==> src/rtl/sine_pkg.sv <==
// Shared constants and state encoding for the sine table playback path.
// Widths here must match the half-sine lookup table that feeds the player.
package sine_pkg;

   localparam int DATA_W      = 12;
   localparam int TABLE_DEPTH = 72;
   localparam int DIV_W       = 16;
   localparam int CYC_W       = 8;
   localparam int IDX_W       = 7;
   localparam int PERIOD      = 2 * TABLE_DEPTH - 2;

   typedef enum logic [1:0] {
      IDLE  = 2'd0,
      RISE  = 2'd1,
      FALL  = 2'd2,
      DRAIN = 2'd3
   } play_state_t;

endpackage

==> src/rtl/sample_rate_divider.sv <==
// Clocks-per-sample counter: counts 0..div-1, ticks at the terminal count and
// parks there while the consumer is stalled so no sample slot is lost.
module sample_rate_divider
   import sine_pkg::*;
(
   input  logic             clk,
   input  logic             rst,
   input  logic             clear,
   input  logic             enable,
   input  logic             hold,
   input  logic [DIV_W-1:0] div,
   output logic             tick
);

   logic [DIV_W-1:0] count;
   logic             at_term;

   // div is never 0 here; the caller clamps it to at least 1.
   assign at_term = (count == div - DIV_W'(1));
   assign tick    = enable && !hold && at_term;

   always_ff @(posedge clk) begin
      if (rst || clear) begin
         count <= '0;
      end else if (enable) begin
         if (at_term) begin
            if (!hold) count <= '0;
         end else begin
            count <= count + DIV_W'(1);
         end
      end
   end

endmodule

==> src/rtl/sine_table_player.sv <==
// Plays a half-sine table up then mirrored down as a full raised-sine period,
// paced by a divider and delivered over valid/ready.
module sine_table_player
   import sine_pkg::*;
(
   input  logic              clk,
   input  logic              rst,
   input  logic [DATA_W-1:0] sine_wave [0:TABLE_DEPTH-1],
   input  logic [IDX_W-1:0]  table_size,
   input  logic              start,
   input  logic              stop,
   input  logic [DIV_W-1:0]  clk_div,
   input  logic [CYC_W-1:0]  num_cycles,
   output logic [DATA_W-1:0] sample_out,
   output logic              sample_valid,
   input  logic              sample_ready,
   output logic              busy,
   output logic              cycle_done,
   output logic              done,
   output play_state_t       dbg_state
);

   // Handshake: a sample transfers in any cycle where sample_valid && sample_ready;
   // sample_out is held stable while sample_valid is high and sample_ready is low.

   localparam logic [IDX_W-1:0] DEPTH_IDX = IDX_W'(TABLE_DEPTH);

   play_state_t       state, state_n;
   logic [IDX_W-1:0]  index, index_n;
   logic [IDX_W-1:0]  size_l, size_n;
   logic [DIV_W-1:0]  div_l, div_n;
   logic [CYC_W-1:0]  cyc_l, cyc_l_n;
   logic [CYC_W-1:0]  cyc_cnt, cyc_cnt_n;
   logic [DATA_W-1:0] out_n;
   logic              valid_n;
   logic              cycle_done_n, done_n;
   logic              div_clear, div_enable, div_hold, tick, end_period;

   assign busy       = (state != IDLE);
   assign dbg_state  = state;
   assign div_enable = ((state == RISE) || (state == FALL)) && !stop;
   assign div_hold   = sample_valid && !sample_ready;

   sample_rate_divider u_div (
      .clk    (clk),
      .rst    (rst),
      .clear  (div_clear),
      .enable (div_enable),
      .hold   (div_hold),
      .div    (div_l),
      .tick   (tick)
   );

   always_ff @(posedge clk) begin
      if (rst) begin
         state        <= IDLE;
         index        <= '0;
         size_l       <= '0;
         div_l        <= '0;
         cyc_l        <= '0;
         cyc_cnt      <= '0;
         sample_out   <= '0;
         sample_valid <= 1'b0;
         cycle_done   <= 1'b0;
         done         <= 1'b0;
      end else begin
         state        <= state_n;
         index        <= index_n;
         size_l       <= size_n;
         div_l        <= div_n;
         cyc_l        <= cyc_l_n;
         cyc_cnt      <= cyc_cnt_n;
         sample_out   <= out_n;
         sample_valid <= valid_n;
         cycle_done   <= cycle_done_n;
         done         <= done_n;
      end
   end

   always_comb begin
      state_n      = state;
      index_n      = index;
      size_n       = size_l;
      div_n        = div_l;
      cyc_l_n      = cyc_l;
      cyc_cnt_n    = cyc_cnt;
      out_n        = sample_out;
      valid_n      = sample_valid && !sample_ready;
      cycle_done_n = 1'b0;
      done_n       = 1'b0;
      div_clear    = 1'b0;
      end_period   = 1'b0;

      if (tick) begin
         out_n   = sine_wave[index];
         valid_n = 1'b1;
      end

      case (state)
         IDLE: begin
            if (start && !stop) begin
               div_n     = (clk_div == '0) ? DIV_W'(1) : clk_div;
               cyc_l_n   = num_cycles;
               size_n    = (table_size < IDX_W'(2) || table_size > DEPTH_IDX) ? DEPTH_IDX : table_size;
               cyc_cnt_n = '0;
               index_n   = '0;
               div_clear = 1'b1;
               state_n   = RISE;
            end
         end
         RISE: begin
            if (stop) begin
               state_n = DRAIN;
            end else if (tick) begin
               if (index == size_l - IDX_W'(1)) begin
                  // A two-entry table has no falling half; its peak ends the period.
                  if (size_l == IDX_W'(2)) begin
                     end_period = 1'b1;
                  end else begin
                     index_n = size_l - IDX_W'(2);
                     state_n = FALL;
                  end
               end else begin
                  index_n = index + IDX_W'(1);
               end
            end
         end
         FALL: begin
            if (stop) begin
               state_n = DRAIN;
            end else if (tick) begin
               if (index == IDX_W'(1)) end_period = 1'b1;
               else                    index_n = index - IDX_W'(1);
            end
         end
         DRAIN: begin
            if (!sample_valid || sample_ready) begin
               done_n  = 1'b1;
               state_n = IDLE;
            end
         end
         default: state_n = IDLE;
      endcase

      if (end_period) begin
         cycle_done_n = 1'b1;
         cyc_cnt_n    = cyc_cnt + CYC_W'(1);
         if (cyc_l != '0 && cyc_cnt_n == cyc_l) begin
            state_n = DRAIN;
         end else begin
            state_n = RISE;
            index_n = '0;
         end
      end
   end

endmodule
==> config.mk <==
export PLATFORM = sky130hd
export DESIGN_NAME = sine_table_player
export DESIGN_NICKNAME = d
export VERILOG_FILES = /design/src/rtl/sine_pkg.sv /design/src/rtl/sample_rate_divider.sv /design/src/rtl/sine_table_player.sv
export SDC_FILE = /design/constraint.sdc
export NUM_CORES = 1
export LEC_CHECK = 0
export CAP_MARGIN = 20
export CORE_AREA = 8 8 349 351
export DETAILED_ROUTE_END_ITERATION = 12
export DIE_AREA = 0 0 357 359
export SLEW_MARGIN = 0
export SYNTH_ARGS = -nofsm -noshare
export SYNTH_HDL_FRONTEND = slang
export SYNTH_SLANG_ARGS = --single-unit
==> constraint.sdc <==
create_clock -name clk -period 4.7 [get_ports clk]
set_input_delay 0.705 -clock clk [delete_from_list [all_inputs] [get_ports clk]]
set_output_delay 0.705 -clock clk [all_outputs]
set_load 0.02 [all_outputs]
=== Word level (Yosys, flattened, before mapping) ===
Index checks and enable logic that the tools add are counted.

* Latch bits: 0
* Memories: 0
* Memory bits (writable): 0
* Word-level logic and storage cells: 107
* Bits in registers: 79
* Bits in read-only memories: 0

* Equal/unequal tests: 15
* Add/subtract/negate cells: 7
* $mul: 0
* Shift-type cells: 0
* Bitwise operators: 2
* Muxes and demuxes: 44
* Divide/modulo/power cells: 0
* Reduce and logical (&&, ||, !) cells: 25
* Magnitude comparators: 3

{| class="wikitable"
|+ Operators by type and width
! kind !! number
|-
| binary-select mux 12 bit (select 7 bit) || 1
|-
| 2-to-1 mux 7 bit || 11
|-
| 2-to-1 mux 16 bit || 3
|-
| 2-to-1 mux 12 bit || 2
|-
| 2-to-1 mux 8 bit || 3
|-
| one-hot mux 7 bit (3 select lines) || 1
|-
| 2-to-1 mux 2 bit || 9
|-
| adder 16 x 1 -> 16 bit, second input constant || 1
|-
| equality test 16 bit || 1
|-
| logical NOT 16 bit || 1
|-
| subtractor 16 x 1 -> 16 bit, second input constant || 1
|-
| subtractor 7 x 1 -> 7 bit, second input constant || 2
|-
| 2-to-1 mux 1 bit || 12
|-
| != test 3 bit, second input constant || 3
|-
| adder 8 x 1 -> 8 bit, second input constant || 1
|-
| equality test 8 bit || 1
|-
| >= comparator 8 bit, second input constant || 1
|-
| != test 4 bit, second input constant || 2
|-
| NOT 7 -> 8 bit || 1
|-
| one-hot mux 2 bit (4 select lines) || 1
|-
| nonzero test 8 bit || 1
|-
| adder 7 x 1 -> 7 bit, second input constant || 1
|-
| equality test 7 x 1 -> 1 bit, second input constant || 1
|-
| equality test 7 x 2 -> 1 bit, second input constant || 1
|-
| other kinds (18) || 34
|}

=== Longest topological paths before layout ===
* Depth in word-level cells: 10
* Mapped depth: 15

=== By module ===
A second synthesis with hierarchy kept.

* Cell total of the unflattened synthesis: 1058
* Area total of the unflattened synthesis: 11999.0 sq um

{| class="wikitable"
|+ Modules (own cells, without submodules)
! module !! times used !! cells each !! sequential area each (sq um) !! area each (sq um)
|-
| sine_table_player || 1 || 856 || 1261.2 || 10447.5
|-
| sample_rate_divider || 1 || 202 || 320.3 || 1551.5
|}

=== Worst setup path after synthesis ===
Ideal clock, no wire load.

* Kind: flip-flop to flip-flop
* Start point: register index[1]
* End point: register index[6]
* Path buffers: 6
* Data required time: 4.630 ns
* Data arrival time: 3.674 ns
* Stages on the path, launching flop included: 15
* Slack: 0.957 ns
* Cells stage by stage: dfxtp_1 clkbuf_1 clkbuf_1 buf_1 clkbuf_1 clkbuf_1 buf_1 inv_1 ha_1 nor4b_1 a32o_1 nand4_2 o21ai_1 a311o_1 a21oi_1

* Cells in the longest elaborated chain, start to end: 7
* Elaborated cells on any way between the ends: 20
* Classes of those cells: add/sub: 2; eq/ne: 2; mux: 16

{| class="wikitable"
|+ Ends and longest elaborated chain
! what !! line !! RTL
|-
| start: declaration || sine_table_player.sv:29 || <nowiki>logic [IDX_W-1:0] index, index_n;</nowiki>
|-
| start signal: assignment || sine_table_player.sv:68 || <nowiki>index <= index_n;</nowiki>
|-
| subtractor 7 x 1 -> 7 bit (tied with other cells) || sine_table_player.sv:133 || <nowiki>else index_n = index - IDX_W'(1);</nowiki>
|-
| 2-to-1 mux 7 bit (on tied branches) || sine_table_player.sv:132, sine_table_player.sv:115 ||
|-
| 2-to-1 mux 7 bit (on tied branches) || sine_table_player.sv:131, sine_table_player.sv:114 ||
|-
| 2-to-1 mux 7 bit (on tied branches) || sine_table_player.sv:129, sine_table_player.sv:112 ||
|-
| one-hot mux 7 bit (3 select lines) || sine_table_player.sv:99 || <nowiki>case (state)</nowiki>
|-
| 2-to-1 mux 7 bit || sine_table_player.sv:148 || <nowiki>if (cyc_l != '0 && cyc_cnt_n == cyc_l) begin</nowiki>
|-
| 2-to-1 mux 7 bit (*) || sine_table_player.sv:145 || <nowiki>if (end_period) begin</nowiki>
|}

Mark *: on every way between the ends. The rest lies on a longest branch, timed or not.
A chain may end at the register's enable or synchronous reset.

=== Worst setup path in the final report ===
* Start point: register div_l[0]
* End point: register index[6]

* Cells in the longest elaborated chain, start to end: 8
* Elaborated cells on any way between the ends: 15
* Classes of those cells: add/sub: 1; eq/ne: 1; mux: 12; reduce/logical: 1

{| class="wikitable"
|+ Ends and longest elaborated chain
! what !! line !! RTL
|-
| start: declaration || sine_table_player.sv:31 || <nowiki>logic [DIV_W-1:0] div_l, div_n;</nowiki>
|-
| start signal: assignment || sine_table_player.sv:70 || <nowiki>div_l <= div_n;</nowiki>
|-
| subtractor 16 x 1 -> 16 bit (*) || sample_rate_divider.sv:19 || <nowiki>assign at_term = (count == div - DIV_W'(1));</nowiki>
|-
| equality test 16 bit (*) || sample_rate_divider.sv:19 ||
|-
| logical AND 1 bit (*) || sample_rate_divider.sv:20 || <nowiki>assign tick = enable && !hold && at_term;</nowiki>
|-
| 2-to-1 mux 7 bit (on tied branches) || sine_table_player.sv:131, sine_table_player.sv:114 ||
|-
| 2-to-1 mux 7 bit (on tied branches) || sine_table_player.sv:129, sine_table_player.sv:112 ||
|-
| one-hot mux 7 bit (3 select lines) || sine_table_player.sv:99 ||
|-
| 2-to-1 mux 7 bit || sine_table_player.sv:148 ||
|-
| 2-to-1 mux 7 bit (*) || sine_table_player.sv:145 ||
|}

Marks and branches as above.

==> flow_metrics.py <==
metrics = {
    "sta": {
        "hold_viol": 0,
        "relSlewSlack_pct": 39.7,
        "period_needed_ns": 3.83,
        "rsz0062_at_grt": "no",
        "fmaxAchievable_mhz": 261,
        "worst_slew_pin_slew_ns": 0.905,
        "finalWorstSetupSlack_ns": 0.867,
        "tns_ns": 0,
        "min_period_over_period_pct": 81.5,
        "fin_skew_ns": 0.00660,
        "slew_violations": 0,
        "final-setup-viol-count": 0,
    },
    "finish": {
        "fin_cells": 3452,
        "seq_area_um2": 1590,
        "nets": 2808,
        "drive_above_1_share_pct": 18.9,
        "syn2layout_area_growth_pct": 98.6,
        "multiInputGateArea_um2": 9590,
        "fin_area_um2": 23100,
        "layout_common_cells": "916 x clkdlybuf4s50_1, 273 x mux4_2, 99 x nand2_1",
        "nFillCells": 12735,
        "final_common_cell": "clkdlybuf4s50_1",
    },
    "routing": {
        "num_vias": 13962,
        "drt-vias-per-instance": 4.04,
        "wl_um": 106000,
        "wl_per_cell_um": 30.8,
        "first_iter_violations": 937,
        "antenna_left": 0,
        "drc": 0,
        "dr.pass1.iters": 5,
    },
    "synth": {
        "synth_fp_nets": 1939,
        "synth.avg_cell_area_um2": 11.4,
        "ys_ff_latch": 79,
        "synth_warnings": 0,
        "synth_top_area_share_pct": 52.8,
        "synthFlopType": "dfxtp_1",
        "yosysTopAreaCell": "mux4_2",
        "netlist_area_um2": 11600,
        "yosysUniqueCellTypes": 74,
        "synth_area_leaders": "mux4_2 53%, dfxtp_1 14%, xnor2_1 3.3%",
        "synth_edf_count": 0,
        "synth-async-reset-ratio_pct": 0,
        "synthCells": 1025,
        "ys_seq_area_share_pct": 13.6,
    },
    "power_and_ir_drop": {
        "p_sw_share_pct": 32.5,
        "powerDensity_nw_per_um2": 144,
        "power_frac_seq_pct": 23.1,
        "switching_power_mw": 1.08,
        "p_comb_share_pct": 54.8,
        "p_int_mw": 2.24,
        "vdd_drop_max_uv": 204,
        "power.leakage_nw": 7.16,
        "pwr-share-clk_pct": 22.2,
    },
    "clock_network": {
        "cts_made_buffers": 9,
        "clk_pin_slew_ns": 0.06,
        "cts_setup_buffers": 0,
        "root_buffer": "clkbuf_16",
        "clk_latency_ns": 0.34,
        "htreeDepth": 3,
        "clock-sinks": 79,
        "cts_tree": "done",
        "cts-hold-fix-buffers": 0,
        "clk_path_buf_depth": 2,
        "cts_resized": 0,
    },
    "floorplan": {
        "core_um2": 117000,
        "start_util_pct": 9.98,
        "num_io_pins": 918,
        "die_w_um": 357,
        "fp.dieH_um": 359,
        "fp-row-count": 126,
        "die_area_um2": 128000,
    },
    "global_routing": {
        "antenna_found_initial": 79,
        "grt_max_degree": 49,
        "grt_pass1_vias": 14817,
        "grt_overflow": 0,
        "grt_usage_pct": 15.8,
        "grt_pass1_wl_um": 138000,
    },
    "place": {
        "dp_cells": 3419,
        "preCtsSetupSlack_ns": 0.920,
        "placed_area_um2": 22800,
        "dp_hpwl_um": 95200,
        "gp_congestion": 0.912,
        "port_buffers": 917,
    },
    "setup_path": {
        "cp.arrival_ns": 4.04,
        "path_class": "reg -> reg",
        "crit_required_ns": 4.91,
        "path_max_fanout": 10,
        "cp-start-kind": "flip-flop",
        "end_kind": "flip-flop",
    },
    "job": {
        "max_cap_viol_count": 0,
    },
    "min_path": {
        "min_path_type": "reg -> reg",
    },
    "status": {
        "status": "finished, final reports clean",
    },
}
==> per-layer routing <==
layer	part of all wire, %	track usage (%)
met1	42	20.4
met2	49	27.0
met3	8.1	4.36
met4	0.88	1.68
met5	0.18	0
==> per-stage QoR <==
| stage | util (%) | hold slack, ns | power, mW |
|---|---|---|---|
| 2_1_floorplan | - | 0.448 | 1.48 |
| 3_3_place_gp | 19.5 | 0.448 | 2.60 |
| 3_5_place_dp | 19.5 | 0.451 | 2.61 |
| 4_1_cts | 19.8 | 0.459 | 3.37 |
| 5_1_grt | 19.8 | 0.482 | 3.51 |
| 6_report | 19.8 | 0.459 | 3.33 |
==> Yosys cell counts (6+ instances only) <==
cell / instances
xnor2_1: 44
mux2i_1: 19
o21ai_0: 33
a21oi_1: 60
nor2_1: 53
a31oi_1: 11
clkbuf_1: 66
nand3_1: 26
mux4_2: 273
nand2b_1: 9
nor4_1: 16
o22ai_1: 6
a22o_1: 14
xor2_1: 11
dfxtp_1: 79
nor3_1: 31
nand2_1: 99
nor2b_1: 7
and3_1: 10
ha_1: 14
nand4_1: 7
inv_1: 20
buf_1: 29
==> worst paths after layout <==
path	from	end	slack [ns]	cells after the start
hold / removal	sample_out[1]	sample_out[1]	0.46	2
setup reg to reg	div_l[0]	index[6]	0.87	12
setup / recovery	div_l[0]	index[6]	0.87	12
hold reg to reg	sample_out[1]	sample_out[1]	0.46	2
==> critical path, cell delays in order, from the launching register on <==
cell,delay [ns]
dfxtp_1,0.34
inv_1,0.09
ha_1,0.24
or4b_4,0.52
or4_4,0.55
xnor2_2,0.18
nand4bb_2,0.16
nor4_2,0.29
buf_4,0.18
nand4_2,0.22
o21ai_1,0.69
a311o_1,0.20
a21oi_1,0.04
==> flip-flops by register name (all words and copies together) (netlist names), 2 cells and up <==
| name | cells |
|---|---|
| dbg_state | 2 |
| div_l | 16 |
| cyc_cnt | 8 |
| size_l | 7 |
| cyc_l | 8 |
| u_div.count | 16 |
| sample_out | 12 |
| index | 7 |
==> kinds of logic after synthesis <==
| logic type | share of synthesized area (%) |
|---|---|
| DFF | 13.6 |
| buffers and inverters | 4.01 |
| muxes | 54.5 |
| xor gates and xnor gates | 4.48 |
| adders and majority gates | 1.50 |
| AOI/OAI and AO/OA | 8.96 |
| and+or+nand+nor | 12.9 |
==> final cells by class <==
cell class | instances | share of cell area [%]
Multi-Input combinational cell | 825 | 41.5
Timing Repair Buffer | 958 | 41.4
Tap cell | 1536 | 8.31
Sequential cell | 79 | 6.89
Clock buffer | 12 | 1.11
Inverter | 21 | 0.352
Clock inverter | 4 | 0.222
Antenna cell | 17 | 0.184
==> power by group through the flow <==
stage | Combinational, mW | Clock (mW) | Sequential, mW
4_1_cts | 1.84 | 0.765 | 0.768
2_1_floorplan | 0.706 | 0 | 0.771
3_3_place_gp | 1.82 | 0 | 0.783
5_1_grt | 1.95 | 0.792 | 0.775
3_5_place_dp | 1.83 | 0 | 0.783
6_report | 1.82 | 0.738 | 0.767
Note: power is estimated with default switching activity, not from simulation.
